==> src/rtl/rect_source_sequencer.sv <==
// Rectangular/pulse source sequencer: produces a sampled amplitude code that
// walks delay, linear rise, high plateau, linear fall and low plateau.
// Configuration arrives through a single shadow register. It is promoted to
// the active set while idle, or at a period boundary while running.
module rect_source_sequencer #(
    parameter int DW      = 16,
    parameter int CW      = 24,
    parameter int LW      = 4,
    parameter int MAX_LOG = 12
) (
    input  logic          clk,
    input  logic          rst_n,
    input  logic          start,
    input  logic          stop,
    input  logic          cfg_valid,
    output logic          cfg_ready,
    input  logic [DW-1:0] cfg_iv,
    input  logic [DW-1:0] cfg_pv,
    input  logic [CW-1:0] cfg_td,
    input  logic [CW-1:0] cfg_th,
    input  logic [CW-1:0] cfg_tl,
    input  logic [LW-1:0] cfg_tr_log2,
    input  logic [LW-1:0] cfg_tf_log2,
    input  logic          cfg_oneshot,
    output logic [DW-1:0] level,
    output logic [2:0]    phase,
    output logic          busy,
    output logic          period_strobe
);
    // state  | meaning
    // IDLE   | stopped, level = iv
    // DELAY  | initial delay after start, level = iv
    // RISE   | linear ramp iv -> pv over 2^tr cycles
    // HIGH   | plateau at pv
    // FALL   | linear ramp pv -> iv over 2^tf cycles
    // LOW    | plateau at iv, then the next period starts
    // DONE   | one-shot finished, level = iv
    typedef enum logic [2:0] {
        S_IDLE  = 3'd0,
        S_DELAY = 3'd1,
        S_RISE  = 3'd2,
        S_HIGH  = 3'd3,
        S_FALL  = 3'd4,
        S_LOW   = 3'd5,
        S_DONE  = 3'd6
    } state_t;

    typedef struct packed {
        logic [DW-1:0] iv;
        logic [DW-1:0] pv;
        logic [CW-1:0] td;
        logic [CW-1:0] th;
        logic [CW-1:0] tl;
        logic [LW-1:0] tr;
        logic [LW-1:0] tf;
        logic          os;
    } cfg_t;

    localparam int PW = DW + 1 + MAX_LOG;

    state_t               state_q, state_d;
    logic [CW-1:0]        cnt_q, cnt_d;
    cfg_t                 act_q, act_d, sh_q, sh_d, sh_clamped;
    logic                 pending_q, pending_d;
    logic [DW-1:0]        level_q, level_d;
    logic                 strobe_q, strobe_d;
    logic                 accept, apply_idle, apply_run;
    logic [CW-1:0]        start_td;
    logic [DW-1:0]        ramp_from, ramp_to, ramp_level;
    logic [LW-1:0]        ramp_log;
    logic [CW-1:0]        ramp_len_m1;
    logic [MAX_LOG-1:0]   ramp_k;
    logic signed [DW:0]   ramp_diff;
    logic signed [PW-1:0] ramp_prod, ramp_step;

    function automatic logic [LW-1:0] clamp_log(input logic [LW-1:0] v);
        if (int'(v) > MAX_LOG) return LW'(MAX_LOG);
        return v;
    endfunction

    assign cfg_ready     = !pending_q;
    assign level         = level_q;
    assign phase         = state_q;
    assign period_strobe = strobe_q;
    assign busy          = (state_q != S_IDLE) && (state_q != S_DONE);

    // Next-state, config promotion, phase counter and amplitude computation.
    always_comb begin
        accept     = cfg_valid && !pending_q;
        sh_d       = sh_q;
        if (accept) begin
            sh_d = '{iv: cfg_iv, pv: cfg_pv, td: cfg_td, th: cfg_th, tl: cfg_tl,
                     tr: cfg_tr_log2, tf: cfg_tf_log2, os: cfg_oneshot};
        end
        sh_clamped    = sh_q;
        sh_clamped.tr = clamp_log(sh_q.tr);
        sh_clamped.tf = clamp_log(sh_q.tf);

        apply_idle = pending_q && ((state_q == S_IDLE) || (state_q == S_DONE));
        start_td   = apply_idle ? sh_q.td : act_q.td;

        state_d = state_q;
        unique case (state_q)
            S_IDLE, S_DONE: if (start) state_d = (start_td != '0) ? S_DELAY : S_RISE;
            S_DELAY:        if (cnt_q == '0) state_d = S_RISE;
            S_RISE:         if (cnt_q == '0) state_d = (act_q.th != '0) ? S_HIGH : S_FALL;
            S_HIGH:         if (cnt_q == '0) state_d = S_FALL;
            S_FALL: begin
                if (cnt_q == '0) begin
                    if (act_q.os)             state_d = S_DONE;
                    else if (act_q.tl != '0)  state_d = S_LOW;
                    else                      state_d = S_RISE;
                end
            end
            S_LOW:          if (cnt_q == '0) state_d = S_RISE;
            default:        state_d = S_IDLE;
        endcase
        if (stop) state_d = S_IDLE;

        // A running config change lands only where a new period begins.
        apply_run = pending_q && (state_d == S_RISE) &&
                    ((state_q == S_LOW) || (state_q == S_FALL));
        act_d     = (apply_idle || apply_run) ? sh_clamped : act_q;
        pending_d = accept ? 1'b1 : ((apply_idle || apply_run) ? 1'b0 : pending_q);

        cnt_d = cnt_q;
        if (state_d != state_q) begin
            unique case (state_d)
                S_DELAY: cnt_d = act_d.td - CW'(1);
                S_RISE:  cnt_d = (CW'(1) << act_d.tr) - CW'(1);
                S_HIGH:  cnt_d = act_d.th - CW'(1);
                S_FALL:  cnt_d = (CW'(1) << act_d.tf) - CW'(1);
                S_LOW:   cnt_d = act_d.tl - CW'(1);
                default: cnt_d = '0;
            endcase
        end else if (cnt_q != '0) begin
            cnt_d = cnt_q - CW'(1);
        end

        // Ramp uses the down-counter to recover the 0-based cycle index k.
        if (state_d == S_FALL) begin
            ramp_from = act_d.pv;
            ramp_to   = act_d.iv;
            ramp_log  = act_d.tf;
        end else begin
            ramp_from = act_d.iv;
            ramp_to   = act_d.pv;
            ramp_log  = act_d.tr;
        end
        ramp_len_m1 = (CW'(1) << ramp_log) - CW'(1);
        ramp_k      = MAX_LOG'(ramp_len_m1 - cnt_d);
        ramp_diff   = $signed({ramp_to[DW-1], ramp_to}) - $signed({ramp_from[DW-1], ramp_from});
        ramp_prod   = $signed({{MAX_LOG{ramp_diff[DW]}}, ramp_diff}) *
                      $signed({{(DW+1){1'b0}}, ramp_k});
        ramp_step   = ramp_prod >>> ramp_log;
        ramp_level  = ramp_from + DW'(ramp_step);

        unique case (state_d)
            S_RISE, S_FALL: level_d = ramp_level;
            S_HIGH:         level_d = act_d.pv;
            default:        level_d = act_d.iv;
        endcase

        strobe_d = ((state_d == S_RISE) && ((state_q == S_LOW) || (state_q == S_FALL))) ||
                   ((state_d == S_DONE) && (state_q == S_FALL));
    end

    // State, counter, config and registered outputs.
    always_ff @(posedge clk or negedge rst_n) begin
        if (!rst_n) begin
            state_q   <= S_IDLE;
            cnt_q     <= '0;
            act_q     <= '0;
            sh_q      <= '0;
            pending_q <= 1'b0;
            level_q   <= '0;
            strobe_q  <= 1'b0;
        end else begin
            state_q   <= state_d;
            cnt_q     <= cnt_d;
            act_q     <= act_d;
            sh_q      <= sh_d;
            pending_q <= pending_d;
            level_q   <= level_d;
            strobe_q  <= strobe_d;
        end
    end

endmodule

==> config.mk <==
export PLATFORM = sky130hd
export DESIGN_NAME = rect_source_sequencer
export DESIGN_NICKNAME = d
export VERILOG_FILES = /design/src/rtl/rect_source_sequencer.sv
export SDC_FILE = /design/constraint.sdc
export NUM_CORES = 1
export LEC_CHECK = 0
export CORE_ASPECT_RATIO = 0.9
export CORE_MARGIN = 4
export CORE_UTILIZATION = 45
export CTS_CLUSTER_SIZE = 24
export DETAILED_ROUTE_END_ITERATION = 10
export MAX_ROUTING_LAYER = met4
export PLACE_DENSITY = 0.74
export RECOVER_POWER = 50
export SYNTH_ARGS = -nofsm -noshare
export SYNTH_HDL_FRONTEND = slang
export SYNTH_SLANG_ARGS = --single-unit
==> constraint.sdc <==
create_clock -name clk -period 19 [get_ports clk]
set_clock_uncertainty 0.15 [all_clocks]
set_input_delay 5.7 -clock clk [delete_from_list [all_inputs] [get_ports clk]]
set_output_delay 5.7 -clock clk [all_outputs]
set_load 0.1 [all_outputs]
# After elaboration in Yosys (flattened, before gate mapping)
# Cells that the tools add are included.
[totals]
reg_bits = 271
wordCells = 103
[classes]
n_lt_le_gt_ge = 2
add_sub_neg = 10
n_shift = 4
n_mux = 28
n_reduce_logical = 23
eq_ne = 14
multipliers = 1
[op_table]
columns = ["op", "count"]
rows = [
  ["$pmux W24 S5", 1],
  ["$mux W113", 1],
  ["$reduce_bool A24 Y1", 4],
  ["$sub A24 B1 Y24 const B", 4],
  ["$mux W24", 3],
  ["$shl A1 B4 Y24 const A", 2],
  ["$sub A24 B2 Y24 const B", 2],
  ["$mux W16", 2],
  ["$pmux W16 S2", 1],
  ["$mul A17 B13 Y29", 1],
  ["$sshr A29 B4 Y16", 1],
  ["$mux W3", 9],
  ["$logic_not A24 Y1", 1],
  ["$mux W4", 5],
  ["$eq A3 B3 Y1 const B", 6],
  ["$sub A16 B16 Y17", 1],
  ["$add A16 B16 Y16", 1],
  ["$pmux W3 S5", 1],
  ["$eq A3 B2 Y1 const B", 4],
  ["$shl A1 B4 Y12 const A", 1],
  ["$sub A12 B12 Y12", 1],
  ["$sub A12 B2 Y12 const B", 1],
  ["$gt A4 B4 Y1 const B", 2],
  ["$logic_and A1 B1 Y1", 7],
  ["11 further kinds", 20],
]

# Logic depth before layout (Yosys ltp)
# Gate-level depths: netlist of run 1.
[depth]
depth_word = 23
mapped_depth = 77
ltp_nobuf = 69

# Worst setup path after synthesis of run 1
# OpenSTA, ideal clock, no wires.
[synth_path]
path_type = "input to register"
startpoint = "in stop"
endpoint = "reg level_q[15] (netlist: level[15])"
stages = 67
slack_ps = -121
n_path_buf = 9
arrival_time_ps = 18821
t_required_ps = 18700
path_cell_list = "a31oi_1 -> o21ai_1 -> buf_4 -> a41oi_2 -> buf_2 -> buf_4 -> buf_2 -> clkbuf_1 -> buf_2 -> buf_1 -> buf_2 -> clkbuf_1 -> mux2i_1 -> inv_1 -> o21ai_0 -> ha_1 -> inv_1 -> fa_1 -> [31 not listed] -> a21oi_1 -> or2_2 -> o31ai_1 -> ha_1 -> inv_1 -> o21ai_0 -> a21oi_1 -> o21ai_0 -> a21oi_1 -> o21ai_0 -> a21oi_1 -> o21ai_0 -> a21o_1 -> a21oi_1 -> o21ai_0 -> xnor2_1 -> xnor2_1 -> o221ai_1"
[synth_lines]
columns = ["element", "line_no", "rtl"]
rows = [
  ["from (decl)", "14", "input logic stop,"],
  ["to (signal assigned)", "184", "level_q <= level_d;"],
  ["to (decl)", "65", "logic [DW-1:0] level_q, level_d;"],
]

==> results.toml, run 1 <==
[logic_synthesis]
yosys.area_share.simple_pct = 17.83
synth_area_um2 = 23250
dominantRegCellSynth = "dfrtp_1"
synth.area.top_cells = "dfrtp_1 29%, fa_1 16%, nand2_1 7.6%"
syn_nets = 2991
synth_top_area_cell = "dfrtp_1"
synthTopCellsByCount = "470 x nand2_1, 341 x inv_1, 271 x dfrtp_1, 188 x fa_1, 146 x nor2_1"
synth_xor_area_share_pct = 4.031
postSynthAreaPerCell_um2 = 9.025
ys_seq_elements = 271
ys.warnings.count = 0
yosysSeqAreaShare_pct = 29.17
synth.distinct_cells = 91
synth-adder-area-share_pct = 22.15
ys_async_sr_fraction_pct = 100.0
synth_edf_count = 0
synth_mux_area_share_pct = 9.101
synth_top_family_by_area = "adder cells"
yosysMostFrequentCell = "nand2_1"
synth_compound_area_share_pct = 10.06
synth_top_area_share_pct = 29.17
synth_cells = 2576

[critical_path]
worstRegToRegCells = 64
crit_required_ps = 19290
r2r_slack_ps = 4550
cpMaxStageDelayCell = "fa_1"
cp-start-kind = "input port"
r2r-start = "cnt_q[0]"
rr_endpoint = "level[15]"
cpPeakStageDelay_ps = 540
crit_path_max_fanout = 16
cp-end-kind = "register"
crit_arrival_ps = 18680
critical_path_class = "in2reg"

[timing]
setup_ws_ps = 613.2
fin_tns_setup_ps = 0
post-route-period-util_pct = 96.77
maxSlewHeadroom_pct = -333.3
hold_violations = 0
fmax_mhz = 54.39
setup_viol = 0
final_max_slew_viol_count = 327
tightest_slew_ps = 6500
min_period_ps = 18390

[hold_path]
hold_class = "reg2reg"
holdCritStartpoint = "sh_clamped[17]"
min_path_cells = 2
hold_end = "act_q[17]"

[die]
io_pins = 140
die-width_um = 247.6
num_rows = 78
start_util_pct = 45.81
core_area_um2 = 50750
die_area_um2 = 55370
die_h_um = 223.6

[route]
viasPerCell = 5.504
drt-total-wl_um = 65310
wl_per_cell_um = 18.92
num_vias = 19000
remaining_drc_errors = 0
drt_iter0_markers = 1450
ant_nets = 0
dr.pass1.iters = 8

[cts]
root_buffer = "clkbuf_16"
cts_hold_buf = 0
cts_buffer_depth = 3
clock_latency_ps = 590
cts_tree = "done"
clk_pin_slew_worst_paths_ps = 60
cts_sinks = 271
cts-htree-levels = 1
numCtsBuffers = 30

[place]
place.gp.congestion = 0.9382
pre_cts_slack_ps = -397.5
portBuffers = 139
dp_hpwl_um = 50280

[global_routing]
grt_pass1_vias = 19410
grt_pass1_wl_um = 103200
grt_max_degree = 118
track_usage_pct = 23.81
antenna_found_initial = 0
grt-ovfl-total = 0

[cells_and_area]
area_growth_pct = 16.78
drive_gt1_share_pct = 13.17
layout.nets = 3167
num_antenna_cells = 0

[job]
max_cap_viol_count = 4

[status]
violations = "capacitance limit, slew limit"
status = "complete, but fails checks"
==> state kept, by name (all words and copies together), names as in the netlist <==
| name | cells |
|---|---|
| sh_q | 8 |
| period_strobe | 1 |
| act_q | 113 |
| phase | 3 |
| cnt_q | 24 |
| level | 16 |
| sh_clamped | 105 |
| pending_q | 1 |
==> logic make-up (layout without fill, tap and decap cells) <==
family | after synthesis | in the layout
and+or+nand+nor | 903 | 903
muxes | 193 | 193
adders and majority gates | 299 | 299
buffers and inverters | 457 | 653
DFF | 271 | 271
AOI/OAI and AO/OA | 349 | 349
xor gates and xnor gates | 104 | 104
==> what timing repair did <==
item | 4_1_cts | 5_1_grt
gates resized for setup | 0 | 24
setup buffers | 0 | 8
endpoints found under the hold margin | 0 | 0
endpoints found under the setup margin | 0 | 7
==> critical path, delay by kind of cell <==
family	cells	cell delay (ps)
compound gates	29	5010
xor+xnor	5	920
fa+ha+maj	9	3540
buf+inv	7	1100
mux	3	760
simple gates	8	1590
==> stage by stage <==
stage	util [%]	std cells	cell area (um2)	hold slack (ps)
after floorplan	-	2576	23250	284.8
after global placement	51.03	3389	25900	304.3
after detailed placement	51.03	3389	25900	314.3
after CTS	53.16	3441	26980	328.5
after global routing	53.50	3452	27150	355.0
final	53.50	3452	27150	325.2
==> per-layer routing <==
layer  GRT usage [%]  vias up  part of all wire (%)
met5               -        -                     0
met4           4.330        0                   2.0
met3           3.279      110                   6.7
met2           37.79      611                    47
met1           33.25     9498                    45
li1                -     8782                     -
==> placed cells by master, fill, tap and decap left out, types with 7 or more instances in the layout <==
cell type	instances
nand2_1	469
inv_1	341
dfrtp_1	271
fa_1	188
nor2_1	146
clkdlybuf4s50_1	137
mux2_2	124
ha_1	109
buf_4	108
a21oi_1	92
and2_1	76
xnor2_1	67
mux2i_1	64
o21ai_0	57
nand3_1	35
nor3_1	33
xor2_1	33
clkbuf_16	32
nor4_1	28
a21o_1	26
o221ai_1	18
a22oi_1	18
nor2b_1	16
and3_1	14
a31oi_1	12
o21ai_1	12
a21boi_0	12
o22ai_1	12
o21a_1	11
nor2_2	11
nand2_2	10
nand4_1	9
a211oi_1	9
nand2b_1	8
nand3b_1	8
o31ai_1	7
or2_2	7
clkbuf_1	7
==> worst max-delay path by stage <==
stage,to,depth (start not counted),slack (ps),from
after floorplan,level[15],67,70,stop
after global placement,level[14],63,40,start
after detailed placement,level[14],63,-400,start
after CTS,level[14],63,200,start
after global routing,level[14],65,-40,start
final,level[15],61,610,start
==> final cells by class <==
type	count	area [um2]
clock buffers	37	817.0
fillers	4561	23600
clock inverters	15	260.3
well taps	680	850.8
repair buffers	258	2350
inverters	343	1287
multi-input cells	1848	14800
flip-flops and latches	271	6782
Power of run 1 is not shown: default switching activity piles up to over one toggle a cycle in this logic, so the estimate is an artifact.
==> run 2, diff against run 1 <==
--- a/config.mk
+++ b/config.mk
@@ -5,6 +5,7 @@
 export SDC_FILE = /design/constraint.sdc
 export NUM_CORES = 1
 export LEC_CHECK = 0
+export ABC_CLOCK_PERIOD_IN_PS = 18700
 export CORE_ASPECT_RATIO = 0.9
 export CORE_MARGIN = 4
 export CORE_UTILIZATION = 45
==> constraint.sdc (replaced) <==
create_clock -name clk -period 18.7 [get_ports clk]
set_clock_uncertainty 0.15 [all_clocks]
set_input_delay 5.61 -clock clk [delete_from_list [all_inputs] [get_ports clk]]
set_output_delay 5.61 -clock clk [all_outputs]
set_load 0.1 [all_outputs]
==> results.toml, run 2 (synthesis gave the netlist of run 1 again) <==
[cts]
clk_pin_slew_worst_paths_ps = 60
cts_buffer_depth = 3
numCtsBuffers = 30
cts_hold_buf = 0
clock_latency_ps = 590
root_buffer = "clkbuf_16"
cts-htree-levels = 1
cts_sinks = 271
cts_tree = "done"

[die]
die-width_um = 247.6
num_rows = 78
io_pins = 140
die_area_um2 = 55370
core_area_um2 = 50750
start_util_pct = 45.81
die_h_um = 223.6

[timing]
fmax_mhz = 56.17
min_period_ps = 17800
rsz0062_at_grt = "false"
post-route-period-util_pct = 95.21
maxSlewHeadroom_pct = -192.4
final_max_slew_viol_count = 252
setup_viol = 0
tightest_slew_ps = 4386
hold_violations = 0

[critical_path]
r2r-start = "act_q[34]"
critical_path_class = "in2reg"
cp_top_family = "compound AO/OA/AOI/OAI gates"
critPathBufInv = 7
cp-end-kind = "register"
crit_required_ps = 18980
cpMaxStageDelayCell = "fa_1"
crit_arrival_ps = 18090
r2r_slack_ps = 4360
crit_path_max_fanout = 5
worstRegToRegCells = 60
cpPeakStageDelay_ps = 530
rr_endpoint = "level[14]"
cp-start-kind = "input port"

[route]
viasPerCell = 5.443
remaining_drc_errors = 0
ant_nets = 0
drt_iter0_markers = 1399
num_vias = 18970
dr.pass1.iters = 8
wl_per_cell_um = 18.89
drt-total-wl_um = 65830

[cells_and_area]
area_growth_pct = 17.28
largest-register = "act_q"
fin_cells = 3485
layout.nets = 3196
final_common_cell = "nand2_1"
largest_reg_flops = 113
layout_common_cells = "470 x nand2_1, 341 x inv_1, 271 x dfrtp_1, 188 x fa_1, 146 x nor2_1"
num_antenna_cells = 0
drive_gt1_share_pct = 13.62

[global_routing]
track_usage_pct = 24.44
antenna_found_initial = 0
grt-ovfl-total = 0
grt_pass1_vias = 19600
grt_pass1_wl_um = 105700
grt_max_degree = 81

[job]
max_cap_viol_count = 4

[place]
portBuffers = 139
place_inst = 3419
dp_hpwl_um = 52150
place.gp.congestion = 0.9468

[hold_path]
hold_class = "reg2reg"
holdCritStartpoint = "sh_clamped[41]"
hold_end = "act_q[41]"
min_path_cells = 2

[status]
status = "complete, but fails checks"
violations = "capacitance limit, slew limit"
[run 2: metrics by stage]
| step | TNS (ps) | hold WS, ps | setup slack, ps | util (%) | area, um2 |
|---|---|---|---|---|---|
| floorplan | 0 | 284.8 | 104.6 | - | 23260 |
| global placement | 0 | 307.4 | 70.36 | 51.48 | 26120 |
| CTS | 0 | 322.2 | 258.5 | 53.49 | 27140 |
| global route | 0 | 350.8 | 28.19 | 53.73 | 27270 |
| detailed placement | -770.0 | 307.1 | -312.8 | 51.48 | 26120 |
| finish | 0 | 320.1 | 895.4 | 53.73 | 27270 |
[run 2: what timing repair did]
item / CTS / global route
setup endpoints to repair: 0 / 7
setup buffers: 0 / 9
gates resized for setup: 0 / 26
[run 2: area by class of cell]
cell class | count | area [um2]
Tap cell | 680 | 850.8
Inverter | 343 | 1287
Clock buffer | 40 | 818.3
Multi-Input combinational cell | 1848 | 14780
Sequential cell | 271 | 6782
Clock inverter | 16 | 202.7
Timing Repair Buffer | 287 | 2547
Fill cell | 4580 | 23480
[run 2: how the worst max path moves through the flow]
stage          start        end  slack, ps  cells past startpoint
6_report       start  level[14]        900                     62
3_3_place_gp   start  level[14]         70                     63
4_1_cts        start  level[14]        260                     64
3_5_place_dp   start  level[14]       -310                     64
5_1_grt        start  level[15]         30                     62
2_1_floorplan   stop  level[15]        100                     67
[run 2: worst register-to-register path, delay by kind of cell (launching register included)]
kind	cells	cell delay [ps]
compound gates	21	4080
xor+xnor	3	580
fa+ha+maj	9	3650
buf+inv	9	950
flops	1	430
mux	7	1790
simple gates	11	2600
[run 2: routing by layer]
metal	global-route usage [%]	part of all wire (%)
met1	34.19	45
met2	39.14	47
met3	2.920	6.1
met4	4.203	1.8
met5	-	0
Power of run 2 is left out for the same reason.
